### src/rtl/immediate_encoder.sv
// Packs a signed immediate into RISC-V I/S/B/J bit positions with range checking,
// buffered through a 2-entry valid/ready output queue with saturating counters.
module immediate_encoder (
  input  logic        clk,
  input  logic        rst,
  input  logic        in_valid,
  output logic        in_ready,
  input  logic [2:0]  in_instr_type,
  input  logic [31:0] in_immediate,
  input  logic [31:0] in_base,
  output logic        out_valid,
  input  logic        out_ready,
  output logic [31:0] out_instruction,
  output logic        out_error,
  output logic [15:0] encoded_count,
  output logic [15:0] error_count
);

  localparam logic [2:0] TYPE_I = 3'b000;
  localparam logic [2:0] TYPE_S = 3'b001;
  localparam logic [2:0] TYPE_B = 3'b101;
  localparam logic [2:0] TYPE_J = 3'b110;

  typedef enum logic [1:0] {EMPTY, ONE, FULL} state_t;

  state_t      state_q, state_d;
  logic [32:0] slot0_q, slot0_d;
  logic [32:0] slot1_q, slot1_d;
  logic [15:0] enc_cnt_q, enc_cnt_d;
  logic [15:0] err_cnt_q, err_cnt_d;

  logic [31:0] enc_instr;
  logic        enc_err;
  logic        legal;
  logic [31:0] imm_g;
  logic        push;
  logic        pop;

  // An illegal immediate is zeroed before packing so its owned bits come out as 0.
  always_comb begin
    enc_instr = in_base;
    enc_err   = 1'b0;
    legal     = 1'b1;
    imm_g     = in_immediate;
    case (in_instr_type)
      TYPE_I, TYPE_S: legal = (&in_immediate[31:11]) | ~(|in_immediate[31:11]);
      TYPE_B:         legal = ((&in_immediate[31:12]) | ~(|in_immediate[31:12])) & ~in_immediate[0];
      TYPE_J:         legal = ((&in_immediate[31:20]) | ~(|in_immediate[31:20])) & ~in_immediate[0];
      default:        legal = 1'b0;
    endcase
    if (!legal) imm_g = '0;
    case (in_instr_type)
      TYPE_I: begin
        enc_instr[31:20] = imm_g[11:0];
        enc_err          = ~legal;
      end
      TYPE_S: begin
        enc_instr[31:25] = imm_g[11:5];
        enc_instr[11:7]  = imm_g[4:0];
        enc_err          = ~legal;
      end
      TYPE_B: begin
        enc_instr[31:25] = {imm_g[12], imm_g[10:5]};
        enc_instr[11:7]  = {imm_g[4:1], imm_g[11]};
        enc_err          = ~legal;
      end
      TYPE_J: begin
        enc_instr[31:12] = {imm_g[20], imm_g[10:1], imm_g[11], imm_g[19:12]};
        enc_err          = ~legal;
      end
      default: enc_err = 1'b1;
    endcase
  end

  assign in_ready        = (state_q != FULL);
  assign out_valid       = (state_q != EMPTY);
  assign out_instruction = slot0_q[31:0];
  assign out_error       = slot0_q[32];
  assign encoded_count   = enc_cnt_q;
  assign error_count     = err_cnt_q;

  assign push = in_valid & in_ready;
  assign pop  = out_valid & out_ready;

  // slot0 is always the head; slot1 only holds the second entry when FULL.
  always_comb begin
    state_d = state_q;
    slot0_d = slot0_q;
    slot1_d = slot1_q;
    case (state_q)
      EMPTY: begin
        if (push) begin
          slot0_d = {enc_err, enc_instr};
          state_d = ONE;
        end
      end
      ONE: begin
        if (push && pop) begin
          slot0_d = {enc_err, enc_instr};
        end else if (push) begin
          slot1_d = {enc_err, enc_instr};
          state_d = FULL;
        end else if (pop) begin
          state_d = EMPTY;
        end
      end
      FULL: begin
        if (pop) begin
          slot0_d = slot1_q;
          state_d = ONE;
        end
      end
      default: state_d = EMPTY;
    endcase
  end

  always_comb begin
    enc_cnt_d = enc_cnt_q;
    err_cnt_d = err_cnt_q;
    if (push && enc_cnt_q != 16'hFFFF) enc_cnt_d = enc_cnt_q + 16'd1;
    if (push && enc_err && err_cnt_q != 16'hFFFF) err_cnt_d = err_cnt_q + 16'd1;
  end

  always_ff @(posedge clk) begin
    if (rst) begin
      state_q   <= EMPTY;
      slot0_q   <= '0;
      slot1_q   <= '0;
      enc_cnt_q <= '0;
      err_cnt_q <= '0;
    end else begin
      state_q   <= state_d;
      slot0_q   <= slot0_d;
      slot1_q   <= slot1_d;
      enc_cnt_q <= enc_cnt_d;
      err_cnt_q <= err_cnt_d;
    end
  end

endmodule

### config.mk
export PLATFORM = sky130hd
export DESIGN_NAME = immediate_encoder
export DESIGN_NICKNAME = d
export VERILOG_FILES = /design/src/rtl/immediate_encoder.sv
export SDC_FILE = /design/constraint.sdc
export NUM_CORES = 1
export LEC_CHECK = 0
export CORE_UTILIZATION = 35
export CTS_CLUSTER_SIZE = 8
export DETAILED_ROUTE_END_ITERATION = 16
export GPL_TIMING_DRIVEN = 0
export PLACE_DENSITY_LB_ADDON = 0.15
export REMOVE_ABC_BUFFERS = 1
export SKIP_CTS_REPAIR_TIMING = 1
export SLEW_MARGIN = 0
export SYNTH_ARGS = -nofsm -noshare
export SYNTH_HDL_FRONTEND = slang
export SYNTH_SLANG_ARGS = --single-unit
### constraint.sdc
create_clock -name clk -period 2.1 [get_ports clk]
set_clock_uncertainty 0.2 [all_clocks]
set_input_delay 0.315 -clock clk [delete_from_list [all_inputs] [get_ports clk]]
set_output_delay 0.315 -clock clk [all_outputs]
set_load 0.02 [all_outputs]
# After elaboration in Yosys (flattened, before gate mapping)
# Index checks and enable logic that the tools add are counted.
[totals]
reg_bits = 100
in_bits = 71
word_cells = 69
[op_classes]
add_sub_neg = 2
n_eq_ne = 13
muxes = 17
bitwise_logic = 13
n_reduce_logical = 19
[op_table]
columns = ["cell", "count"]
rows = [
  ["$mux W33", 3],
  ["$pmux W33 S3", 1],
  ["$add A16 B1 Y16 const B", 2],
  ["$ne A16 B16 Y1 const B", 2],
  ["$mux W21", 1],
  ["$pmux W7 S3", 1],
  ["$reduce_and A21 Y1", 1],
  ["$reduce_or A21 Y1", 1],
  ["$pmux W5 S2", 2],
  ["$reduce_and A20 Y1", 1],
  ["$reduce_or A20 Y1", 1],
  ["$reduce_and A12 Y1", 1],
  ["$reduce_or A12 Y1", 1],
  ["$mux W2", 5],
  ["$ne A2 B2 Y1 const B", 5],
  ["$mux W8", 1],
  ["$reduce_and A4 Y1", 2],
  ["$eq A3 B3 Y1 const B", 2],
  ["$not A1 Y1", 6],
  ["$pmux W2 S3", 1],
  ["$and A1 B1 Y1", 4],
  ["$logic_and A1 B1 Y1", 4],
  ["$reduce_or A4 Y1", 1],
  ["$eq A3 B1 Y1 const B", 1],
  ["other kinds (12)", 14],
]

# Logic depth before layout (Yosys ltp)
# Gate-level depths: netlist of the first run.
[depth]
ltp_word = 9
ltp_mapped = 9

# Worst setup path after synthesis of the first run
# OpenSTA, ideal clock, no wires.
[synth_timing]
kind = "register to register"
start = "register err_cnt_q[0] (netlist: error_count[0])"
end = "register err_cnt_q[15] (netlist: error_count[15])"
setup_ps = 123
arrival_time_ps = 1881
required_time_ps = 1777
slack_ps = -104
path_stages_with_launch = 8
cell_sequence = "dfxtp_1 -> ha_1 -> nand4_1 -> nor4_4 -> or3_4 -> buf_6 -> nor4_1 -> mux2_1"
[synth_via]
elab_chain_cells = 2
elab_cells_between_ends = 3
classes_between = "add/sub (1); eq/ne (1); reduce/logical (1)"
[synth_lines]
columns = ["element", "line", "text"]
rows = [
  ["start, declared", "30", "logic [15:0] err_cnt_q, err_cnt_d;"],
  ["start signal, assigned", "136", "err_cnt_q <= err_cnt_d;"],
  ["parallel branches: the longest is 2 deep, another holds $add A16 B1 Y16", "--", ""],
]
# Several ways; the timed one is not identified.
# A chain may end at the register's enable or synchronous reset.

# Worst setup path after layout of the first run
[layout_timing]
start = "input in_immediate[12]"
end = "register err_cnt_q[0] (netlist: error_count[0])"
[layout_via]
elab_chain_cells = 9
elab_cells_between_ends = 14
classes_between = "mux (2); bitwise (6); reduce/logical (6)"
[layout_lines]
columns = ["element", "line", "text"]
rows = [
  ["start, declared", "9", "input logic [31:0] in_immediate,"],
  ["$reduce_or A20 Y1", "47", "TYPE_B: legal = ((&in_immediate[31:12]) | ~(|in_immediate[31:12])) & ~in_immediate[0];"],
  ["$not A1 Y1", "47", ""],
  ["$or A1 B1 Y1", "47", ""],
  ["$and A1 B1 Y1", "47", ""],
  ["$pmux W1 S3 *", "45", "case (in_instr_type)"],
  ["$not A1 Y1 *", "--", ""],
  ["$mux W1 *", "--", ""],
  ["$logic_and A1 B1 Y1 * (2 in a row)", "121", "if (push && enc_err && err_cnt_q != 16'hFFFF) err_cnt_d = err_cnt_q + 16'd1;"],
]
# Every way passes the cells marked *; elsewhere a longest branch is shown, timed or not.

==> impl_metrics.json, run 1 <==
{
  "power_frac_seq_pct": 44.4,
  "final.setup.tns_ps": 0,
  "vias_per_cell": 5.606,
  "final_min_period_over_clock_period_pct": 99.31,
  "max_freq_mhz": 479.5,
  "setup_repair_after_global_routing_missed_its_margin": "yes",
  "die-area_um2": 14470,
  "wl_um": 16700,
  "worstPathRequired_ps": 2140,
  "timing.critical_path.max_delay_family": "simple AND/OR/NAND/NOR gates",
  "ys_ff_latch": 100,
  "worstSkewPairLatency_ps": 350,
  "cellInternalPower_mw": 3.380,
  "swShare_pct": 26.41,
  "hold_path.class": "primary input to flop",
  "slew_headroom_pct": 39.13,
  "max_stage_delay_ps": 550,
  "global_route.overflow_total": 0,
  "cellPowerDensity_nw_per_um2": 625.4,
  "area.growth.synth_to_final_pct": 49.91,
  "worst_slew_pin_slew_ps": 908.5,
  "final_weighted_congestion_of_routability_driven_global_placement": 0.7897,
  "number_of_antenna_violations_at_the_first_check_in_global_routing": 1,
  "synthesis.area_per_instance_um2": 7.939,
  "worstPathArrival_ps": 2130,
  "ant_nets": 0,
  "diodes": 0,
  "tritoncts_num_sinks": 100,
  "die_boundary_width_um": 120.3,
  "critical_path.cell_chain": "buf_4 -> or4_4 -> o21ai_2 -> a22oi_2 -> o21ai_4 -> clkbuf_16 -> nor3_2 -> mux2_1",
  "remaining_drc_errors": 0,
  "regToRegStartpoint": "error_count[0]",
  "sequential_cell_area_fraction_in_the_yosys_report_pct": 40.87,
  "synth-edff-count": 0,
  "drt_iter0_drc": 360,
  "cts_root_buf": "clkbuf_16",
  "clock_path_buffers": 2,
  "fill_cells": 1267,
  "drv.max_cap_violation_count": 0,
  "crit_path_end_kind": "flop",
  "grt_util_all_layers_pct": 20.85,
  "pwr-share-comb_pct": 17.1,
  "p_sw_mw": 1.213,
  "number_of_global_route_vias_before_repair": 4664,
  "critical_path.n_buffers_inverters": 2,
  "nNetsFinal": 845,
  "grt_start_max_net_pins": 46,
  "layout.cells.most_common_list": "108 x clkdlybuf4s50_1, 93 x dfxtp_1, 88 x nand2_1",
  "clockPowerShare_pct": 38.5,
  "placed_wire_length_estimate_after_detailed_placement_um": 10190,
  "placed_cell_area_um2": 6375,
  "finalMaxSlewViolations": 0,
  "final-setup-viol-count": 0,
  "cp-startpoint": "in_immediate[12]",
  "route.vias.total": 5331,
  "synthesis.area_um2": 4898,
  "kind_of_launch_point_of_the_worst_setup_path": "primary input",
  "floorplan.io_pins": 138,
  "synth-main-ff-cell": "dfxtp_1",
  "postSynth.asyncResetShare_pct": 0,
  "crit_path_top_delay_cell": "or4_4",
  "cts-htree-levels": 3,
  "worst_hold_startpoint": "in_immediate[17]",
  "routed_wire_length_per_instance_um": 17.56,
  "cts.reportedPaths.clkPinSlew_ps": 70,
  "final_core_occ_pct": 54.59,
  "drive_above_1_share_pct": 16.52,
  "timing_hold_violations_final": 0,
  "most_frequent_standard_cell_in_the_layout_excluding_fill_and_tap_cells": "clkdlybuf4s50_1",
  "crit_fanout": 6,
  "ir_worst_vdd_mv": 0.3649,
  "synth_cell_types": 57,
  "design.core.area_um2": 13450,
  "drt_pre_antenna_iters": 6,
  "worst-setup-path-type": "primary input to flop",
  "synthesis.yosys.warnings": 0,
  "cts_inserted_buffers": 9,
  "tritoncts": "built",
  "floorplan.rows": 42,
  "area.sequential_um2": 2021,
  "first_pass_grt_wire_length_um": 23810,
  "finalInstanceArea_um2": 7343,
  "r2r_setup_slack_ps": 50,
  "shortest_clock_period_the_worst_path_allows_after_layout_ps": 2086,
  "floorplan.die.height_um": 120.3,
  "p_leak_nw": 2.821,
  "synthCells": 617,
  "number_of_port_buffers": 137,
  "multiInputGateArea_um2": 3003,
  "status": "finished clean",
  "initial_utilization_pct": 36.41
}
[kinds of logic (layout without fill, tap and decap cells)]
group                      after synthesis  in the layout  synth area share, %
DFF                                    100            100                40.87
buffers and inverters                   45            199                4.393
adders and majority gates                2              2               0.5108
xor gates and xnor gates                16             16                2.861
muxes                                   12             12                2.707
and+or+nand+nor                        272            276                26.72
AOI/OAI and AO/OA                      170            170                21.94
[state kept, by name, indices dropped and copies added (netlist names)]
register,cells
state_q,2
slot0_q,33
error_count,16
slot1_q,33
encoded_count,16
[cells in the mapped netlist, types with 9 or more instances]
cell | number | area share, %
nand3_1 | 16 | 1.6
clkbuf_1 | 29 | 2.2
nor4_1 | 12 | 1.5
a211oi_1 | 13 | 2.0
o21ai_0 | 36 | 3.7
xor2_1 | 9 | 1.6
a31oi_1 | 10 | 1.3
nor2b_1 | 10 | 1.3
nand2_1 | 92 | 7.0
a22oi_1 | 9 | 1.4
nor3_1 | 16 | 1.6
nor2_1 | 73 | 5.6
a21oi_1 | 47 | 4.8
nand4_1 | 14 | 1.8
a311oi_1 | 11 | 2.0
dfxtp_1 | 100 | 41
[per-stage QoR]
step	total power [mW]	worst slack, ps	std cells	hold WS, ps
2_1_floorplan	2.406	-910.7	578	184.1
3_3_place_gp	2.787	-2758	891	241.9
3_5_place_dp	2.804	-2014	893	242.3
4_1_cts	4.574	-1638	907	254.8
5_1_grt	4.792	-103.5	951	130.6
6_report	4.592	14.40	951	121.4
[layer usage]
layer | global-route usage, % | routed length (um)
met3 | 4.434 | 1134
met4 | 7.407 | 210
met2 | 34.73 | 8075
met1 | 26.50 | 7221
met5 | 0 | 54
[power groups by stage]
stage	clock (mW)	sequential [mW]	combinational, mW
2_1_floorplan	0	2.14	0.264
3_3_place_gp	0	2.07	0.713
3_5_place_dp	0	2.08	0.727
4_1_cts	1.81	2.03	0.730
5_1_grt	1.89	2.05	0.849
6_report	1.77	2.04	0.786
[final timing paths]
| check | endpoint | cells after the start |
|---|---|---|
| worst max-delay path | error_count[0] | 8 |
| worst min-delay path | slot1_q[17] | 3 |
| worst max register to register | error_count[11] | 6 |
| worst min register to register | slot0_q[9] | 2 |
[final cells by class]
cell class | count | share of cell area [%]
Timing Repair Buffer | 177 | 23.72
Inverter | 6 | 0.4771
Tap cell | 176 | 2.999
Sequential cell | 100 | 27.52
Clock inverter | 4 | 1.039
Multi-Input combinational cell | 476 | 40.89
Clock buffer | 10 | 3.118
Timing Repair inverter | 2 | 0.2385
[worst reg2reg max path: cells and delay by family (launching register included)]
kind                       cells  cell delay (ps)
DFF                            1              370
muxes                          1              340
and+or+nand+nor                4              860
adders and majority gates      1              170
Note: power is estimated with default switching activity, not from simulation.
==> inputs of run 2 (changes only) <==
--- a/config.mk
+++ b/config.mk
@@ -5,7 +5,7 @@
 export SDC_FILE = /design/constraint.sdc
 export NUM_CORES = 1
 export LEC_CHECK = 0
-export CORE_UTILIZATION = 35
+export CORE_UTILIZATION = 44
 export CTS_CLUSTER_SIZE = 8
 export DETAILED_ROUTE_END_ITERATION = 16
 export GPL_TIMING_DRIVEN = 0
==> impl_metrics.json, run 2 (synthesis gave the netlist of run 1 again) <==
{
  "tritoncts": "built",
  "grt_start_max_net_pins": 50,
  "grt_util_all_layers_pct": 24.72,
  "status": "finished with violations",
  "vias_per_cell": 5.870,
  "cellPowerDensity_nw_per_um2": 564.8,
  "reg.largest.list": "slot0_q (33), slot1_q (33)",
  "floorplan.die.height_um": 107.5,
  "final_weighted_congestion_of_routability_driven_global_placement": 0.8014,
  "die_boundary_width_um": 107.5,
  "global_route.overflow_total": 0,
  "nNetsFinal": 841,
  "floorplan.io_pins": 138,
  "floorplan.rows": 38,
  "worstPathRequired_ps": 2170,
  "cellInternalPower_mw": 2.899,
  "number_of_antenna_violations_at_the_first_check_in_global_routing": 0,
  "pwr-share-comb_pct": 19.1,
  "crit_path_end_kind": "flop",
  "diodes": 0,
  "placed_wire_length_estimate_after_detailed_placement_um": 9682,
  "final.setup.tns_ps": -23.49,
  "setup_slack_ps": -17.48,
  "worstPathArrival_ps": 2180,
  "most_frequent_standard_cell_in_the_layout_excluding_fill_and_tap_cells": "clkdlybuf4s50_1",
  "cts_root_buf": "clkbuf_8",
  "ir_worst_vdd_mv": 0.3069,
  "route.vias.total": 5359,
  "finalMaxSlewViolations": 0,
  "violations": "negative setup slack",
  "crit_fanout": 6,
  "power_frac_seq_pct": 50.2,
  "design.core.area_um2": 10840,
  "ant_nets": 0,
  "clockPowerShare_pct": 30.6,
  "shortest_clock_period_the_worst_path_allows_after_layout_ps": 2117,
  "swShare_pct": 28.65,
  "remaining_drc_errors": 0,
  "placement.setup.worst_slack_ps": -1947,
  "fill_cells": 902,
  "wl_um": 16100,
  "worst-setup-path-type": "flop to flop",
  "drt_iter0_drc": 306,
  "setup_repair_after_global_routing_missed_its_margin": "yes",
  "drive_above_1_share_pct": 16.69,
  "area.sequential_um2": 2014,
  "p_leak_nw": 2.699,
  "hold_path.class": "primary input to flop",
  "drt_pre_antenna_iters": 5,
  "slew_headroom_pct": 41.29,
  "cts.reportedPaths.clkPinSlew_ps": 90,
  "drv.max_cap_violation_count": 0,
  "worstSkewPairLatency_ps": 360,
  "multiInputGateArea_um2": 3017,
  "cts-htree-levels": 3,
  "tritoncts_num_sinks": 100,
  "final_min_period_over_clock_period_pct": 100.8,
  "worst_slew_pin_slew_ps": 879.6,
  "first_pass_grt_wire_length_um": 22720,
  "max_freq_mhz": 472.3,
  "layout.cells.most_common_list": "109 x clkdlybuf4s50_1, 92 x dfxtp_1, 88 x nand2_1",
  "routed_wire_length_per_instance_um": 17.64,
  "area.growth.synth_to_final_pct": 46.85,
  "number_of_port_buffers": 137,
  "clock_path_buffers": 2,
  "number_of_global_route_vias_before_repair": 4733,
  "cts_inserted_buffers": 9,
  "final-setup-viol-count": 2,
  "die-area_um2": 11560,
  "p_sw_mw": 1.164,
  "initial_utilization_pct": 45.19,
  "timing_hold_violations_final": 0,
  "kind_of_launch_point_of_the_worst_setup_path": "flop"
}
run 2: final timing paths:
path                    start                to  slack [ps]  cells after the start
max          encoded_count[4]  encoded_count[2]         -20                      5
min          in_immediate[12]       slot1_q[12]          80                      3
max reg2reg  encoded_count[4]  encoded_count[2]         -20                      5
min reg2reg       slot0_q[30]       slot0_q[30]         260                      2
run 2: final cells by class:
type / count / area share, %
inverter: 6 / 0.4870
multi-input combinational: 476 / 41.94
timing repair buffer: 173 / 24.23
timing repair inverter: 2 / 0.2435
tap: 140 / 2.435
sequential: 100 / 28.00
clock inverter: 6 / 0.8871
clock buffer: 10 / 1.774
run 2: worst max-delay path, stage by stage, from the launching register on:
cell and delay, ps:
dfxtp_1 430, and4_1 290, nand4_1 200, nor3_1 480, nor2_1 130, a311oi_1 290
run 2: power groups by stage:
| stage | sequential (mW) | clock, mW | combinational [mW] |
|---|---|---|---|
| 4_1_cts | 2.04 | 1.25 | 0.725 |
| 6_report | 2.04 | 1.24 | 0.776 |
| 3_3_place_gp | 2.07 | 0 | 0.700 |
| 3_5_place_dp | 2.08 | 0 | 0.720 |
| 5_1_grt | 2.05 | 1.34 | 0.835 |
| 2_1_floorplan | 2.14 | 0 | 0.264 |
run 2: routing by layer:
layer	global-route usage, %	vias to the layer above	share of wire [%]
li1	-	2563	-
met1	30.44	2553	41
met2	43.22	213	50
met3	4.056	30	7.0
met4	8.708	0	1.8
met5	0	-	0
run 2: stage by stage:
stage                     instance area [um2]  util [%]  hold WS [ps]  cells  total power [mW]
after global placement                   6265     57.79         238.4    855             2.774
after CTS                                6504     60.00         170.0    873             4.014
after floorplan                          4718         -         184.1    578             2.406
after detailed placement                 6312     58.23         244.0    857             2.799
after global routing                     7193     66.36         103.8    913             4.223
final                                    7193     66.36         81.29    913             4.062
==> inputs of run 3 (changes only) <==
--- a/config.mk
+++ b/config.mk
@@ -5,12 +5,11 @@
 export SDC_FILE = /design/constraint.sdc
 export NUM_CORES = 1
 export LEC_CHECK = 0
-export CORE_UTILIZATION = 44
+export CORE_UTILIZATION = 45
 export CTS_CLUSTER_SIZE = 8
 export DETAILED_ROUTE_END_ITERATION = 16
 export GPL_TIMING_DRIVEN = 0
 export PLACE_DENSITY_LB_ADDON = 0.15
-export REMOVE_ABC_BUFFERS = 1
 export SKIP_CTS_REPAIR_TIMING = 1
 export SLEW_MARGIN = 0
 export SYNTH_ARGS = -nofsm -noshare
==> constraint.sdc (replaced) <==
create_clock -name clk -period 2.3 [get_ports clk]
set_clock_uncertainty 0.2 [all_clocks]
set_input_delay 0.345 -clock clk [delete_from_list [all_inputs] [get_ports clk]]
set_output_delay 0.345 -clock clk [all_outputs]
set_load 0.02 [all_outputs]
==> impl_metrics.json, run 3 (synthesis gave the netlist of run 1 again) <==
{
  "status": "finished clean",
  "first_pass_grt_wire_length_um": 25030,
  "wl_met1_um": 6610,
  "ant_nets": 0,
  "cellPowerDensity_nw_per_um2": 550.4,
  "tritoncts_num_sinks": 100,
  "timing.reg2reg.worst_path_depth": 6,
  "die_boundary_width_um": 106.3,
  "kind_of_launch_point_of_the_worst_setup_path": "flop",
  "grt_start_max_net_pins": 17,
  "setup_repair_after_global_routing_missed_its_margin": "yes",
  "worst-setup-path-type": "flop to flop",
  "vias_per_cell": 6.003,
  "reg2reg_to": "error_count[11]",
  "routed_wire_length_per_instance_um": 17.88,
  "number_of_port_buffers": 133,
  "synth_nets": 690,
  "critical_path.n_buffers_inverters": 1,
  "critical_path.cell_chain": "nand4_1 -> nor4_4 -> or3_4 -> buf_6 -> nor4_2 -> mux2_1",
  "finalInstanceArea_um2": 6982,
  "wl_um": 16270,
  "met2_wirelength_um": 7955,
  "nNetsFinal": 842,
  "crit_path_end_kind": "flop",
  "route.vias.total": 5463,
  "hold_endpoint": "slot1_q[14]",
  "drt_pre_antenna_iters": 7,
  "fill_cells": 883,
  "placed_cell_area_um2": 6400,
  "cts-htree-levels": 3,
  "worstSkewPairLatency_ps": 370,
  "reg.largest.list": "slot0_q (33), slot1_q (33)",
  "grt_util_all_layers_pct": 27.91,
  "most_frequent_standard_cell_in_the_layout_excluding_fill_and_tap_cells": "clkdlybuf4s50_1",
  "max_stage_delay_ps": 510,
  "slew_headroom_pct": 48.82,
  "floorplan.die.height_um": 106.3,
  "ir_worst_vdd_mv": 0.3861,
  "diodes": 0,
  "worst_slew_pin_slew_ps": 764.9,
  "finalMaxSlewViolations": 0,
  "regToRegStartpoint": "error_count[8]",
  "crit_fanout": 10,
  "drv.max_cap_violation_count": 0,
  "dr_wl_met3_um": 1290,
  "number_of_global_route_vias_before_repair": 5059,
  "dpl.cell_count": 886,
  "clock_path_buffers": 2,
  "worstSetupPathDepth": 6,
  "area.growth.synth_to_final_pct": 42.53,
  "placed_wire_length_estimate_after_detailed_placement_um": 11600,
  "drt_iter0_drc": 427,
  "hold_path.class": "primary input to flop",
  "shortest_clock_period_the_worst_path_allows_after_layout_ps": 2259,
  "design.core.area_um2": 10420,
  "remaining_drc_errors": 0,
  "placement.setup.worst_slack_ps": -696.1,
  "final_weighted_congestion_of_routability_driven_global_placement": 0.8732,
  "crit_path_top_delay_cell": "dfxtp_1",
  "drive_above_1_share_pct": 11.24,
  "timing.critical_path.max_delay_family": "simple AND/OR/NAND/NOR gates",
  "floorplan.io_pins": 138,
  "final_min_period_over_clock_period_pct": 98.23,
  "area.sequential_um2": 2009,
  "tritoncts": "built",
  "worstPathRequired_ps": 2360,
  "p_leak_nw": 2.655,
  "multiInputGateArea_um2": 2851,
  "final-setup-viol-count": 0,
  "timing_hold_violations_final": 0,
  "initial_utilization_pct": 47.03,
  "setup_slack_ps": 40.76,
  "global_route.overflow_total": 0,
  "total_power_mw": 3.843,
  "number_of_antenna_violations_at_the_first_check_in_global_routing": 0,
  "floorplan.rows": 37,
  "worst_hold_startpoint": "in_immediate[14]",
  "worst_hold_path_depth": 3,
  "layout.cells.non_filler": 910,
  "dr.max_layer_used": "met4",
  "r2r_setup_slack_ps": 40,
  "die-area_um2": 11310,
  "cts_inserted_buffers": 9,
  "cts_root_buf": "clkbuf_8",
  "max_freq_mhz": 442.6,
  "cts.reportedPaths.clkPinSlew_ps": 100,
  "layout.cells.most_common_list": "111 x clkdlybuf4s50_1, 96 x dfxtp_1, 90 x nand2_1",
  "worstPathArrival_ps": 2320
}
[run 3: per-layer routing]
layer | track usage [%] | vias to the layer above
met5 | 0 | -
met4 | 7.738 | 0
li1 | - | 2557
met2 | 48.56 | 298
met3 | 4.169 | 53
met1 | 35.70 | 2555
[run 3: through the flow]
stage / TNS (ps) / util (%) / hold WS (ps)
4_1_cts: -9210 / 63.62 / 231.2
3_3_place_gp: -32420 / 61.44 / 236.8
5_1_grt: -236.3 / 67.03 / 193.4
3_5_place_dp: -36650 / 61.44 / 242.4
6_report: 0 / 67.03 / 156.3
2_1_floorplan: 0 / - / 233.2
[run 3: area by class of cell]
type,count,area share [%]
well taps,136,2.437
clock inverters,5,1.219
plain buffers,39,3.154
flip-flops and latches,100,28.78
inverters,6,0.5018
multi-input cells,472,40.84
clock buffers,11,2.025
repair buffers,141,21.04
[run 3: report_power, final]
part           switching, mW  internal (mW)
Combinational          0.386          0.321
Clock                  0.625          0.647
Sequential            0.0524           1.81
Total                   1.06           2.78
[run 3: worst max path at each step]
| stage | startpoint | slack (ps) | end |
|---|---|---|---|
| floorplan | error_count[0] | 100 | error_count[15] |
| global placement | in_instr_type[2] | -640 | slot1_q[24] |
| detailed placement | in_instr_type[2] | -700 | slot1_q[24] |
| CTS | state_q[1] | -1000 | in_ready |
| global route | encoded_count[4] | -80 | encoded_count[13] |
| finish | error_count[8] | 40 | error_count[11] |
[run 3: worst min-delay path: cells and delay by family]
kind	cells	cell delay [ps]
compound gates	2	220
buf+inv	1	130
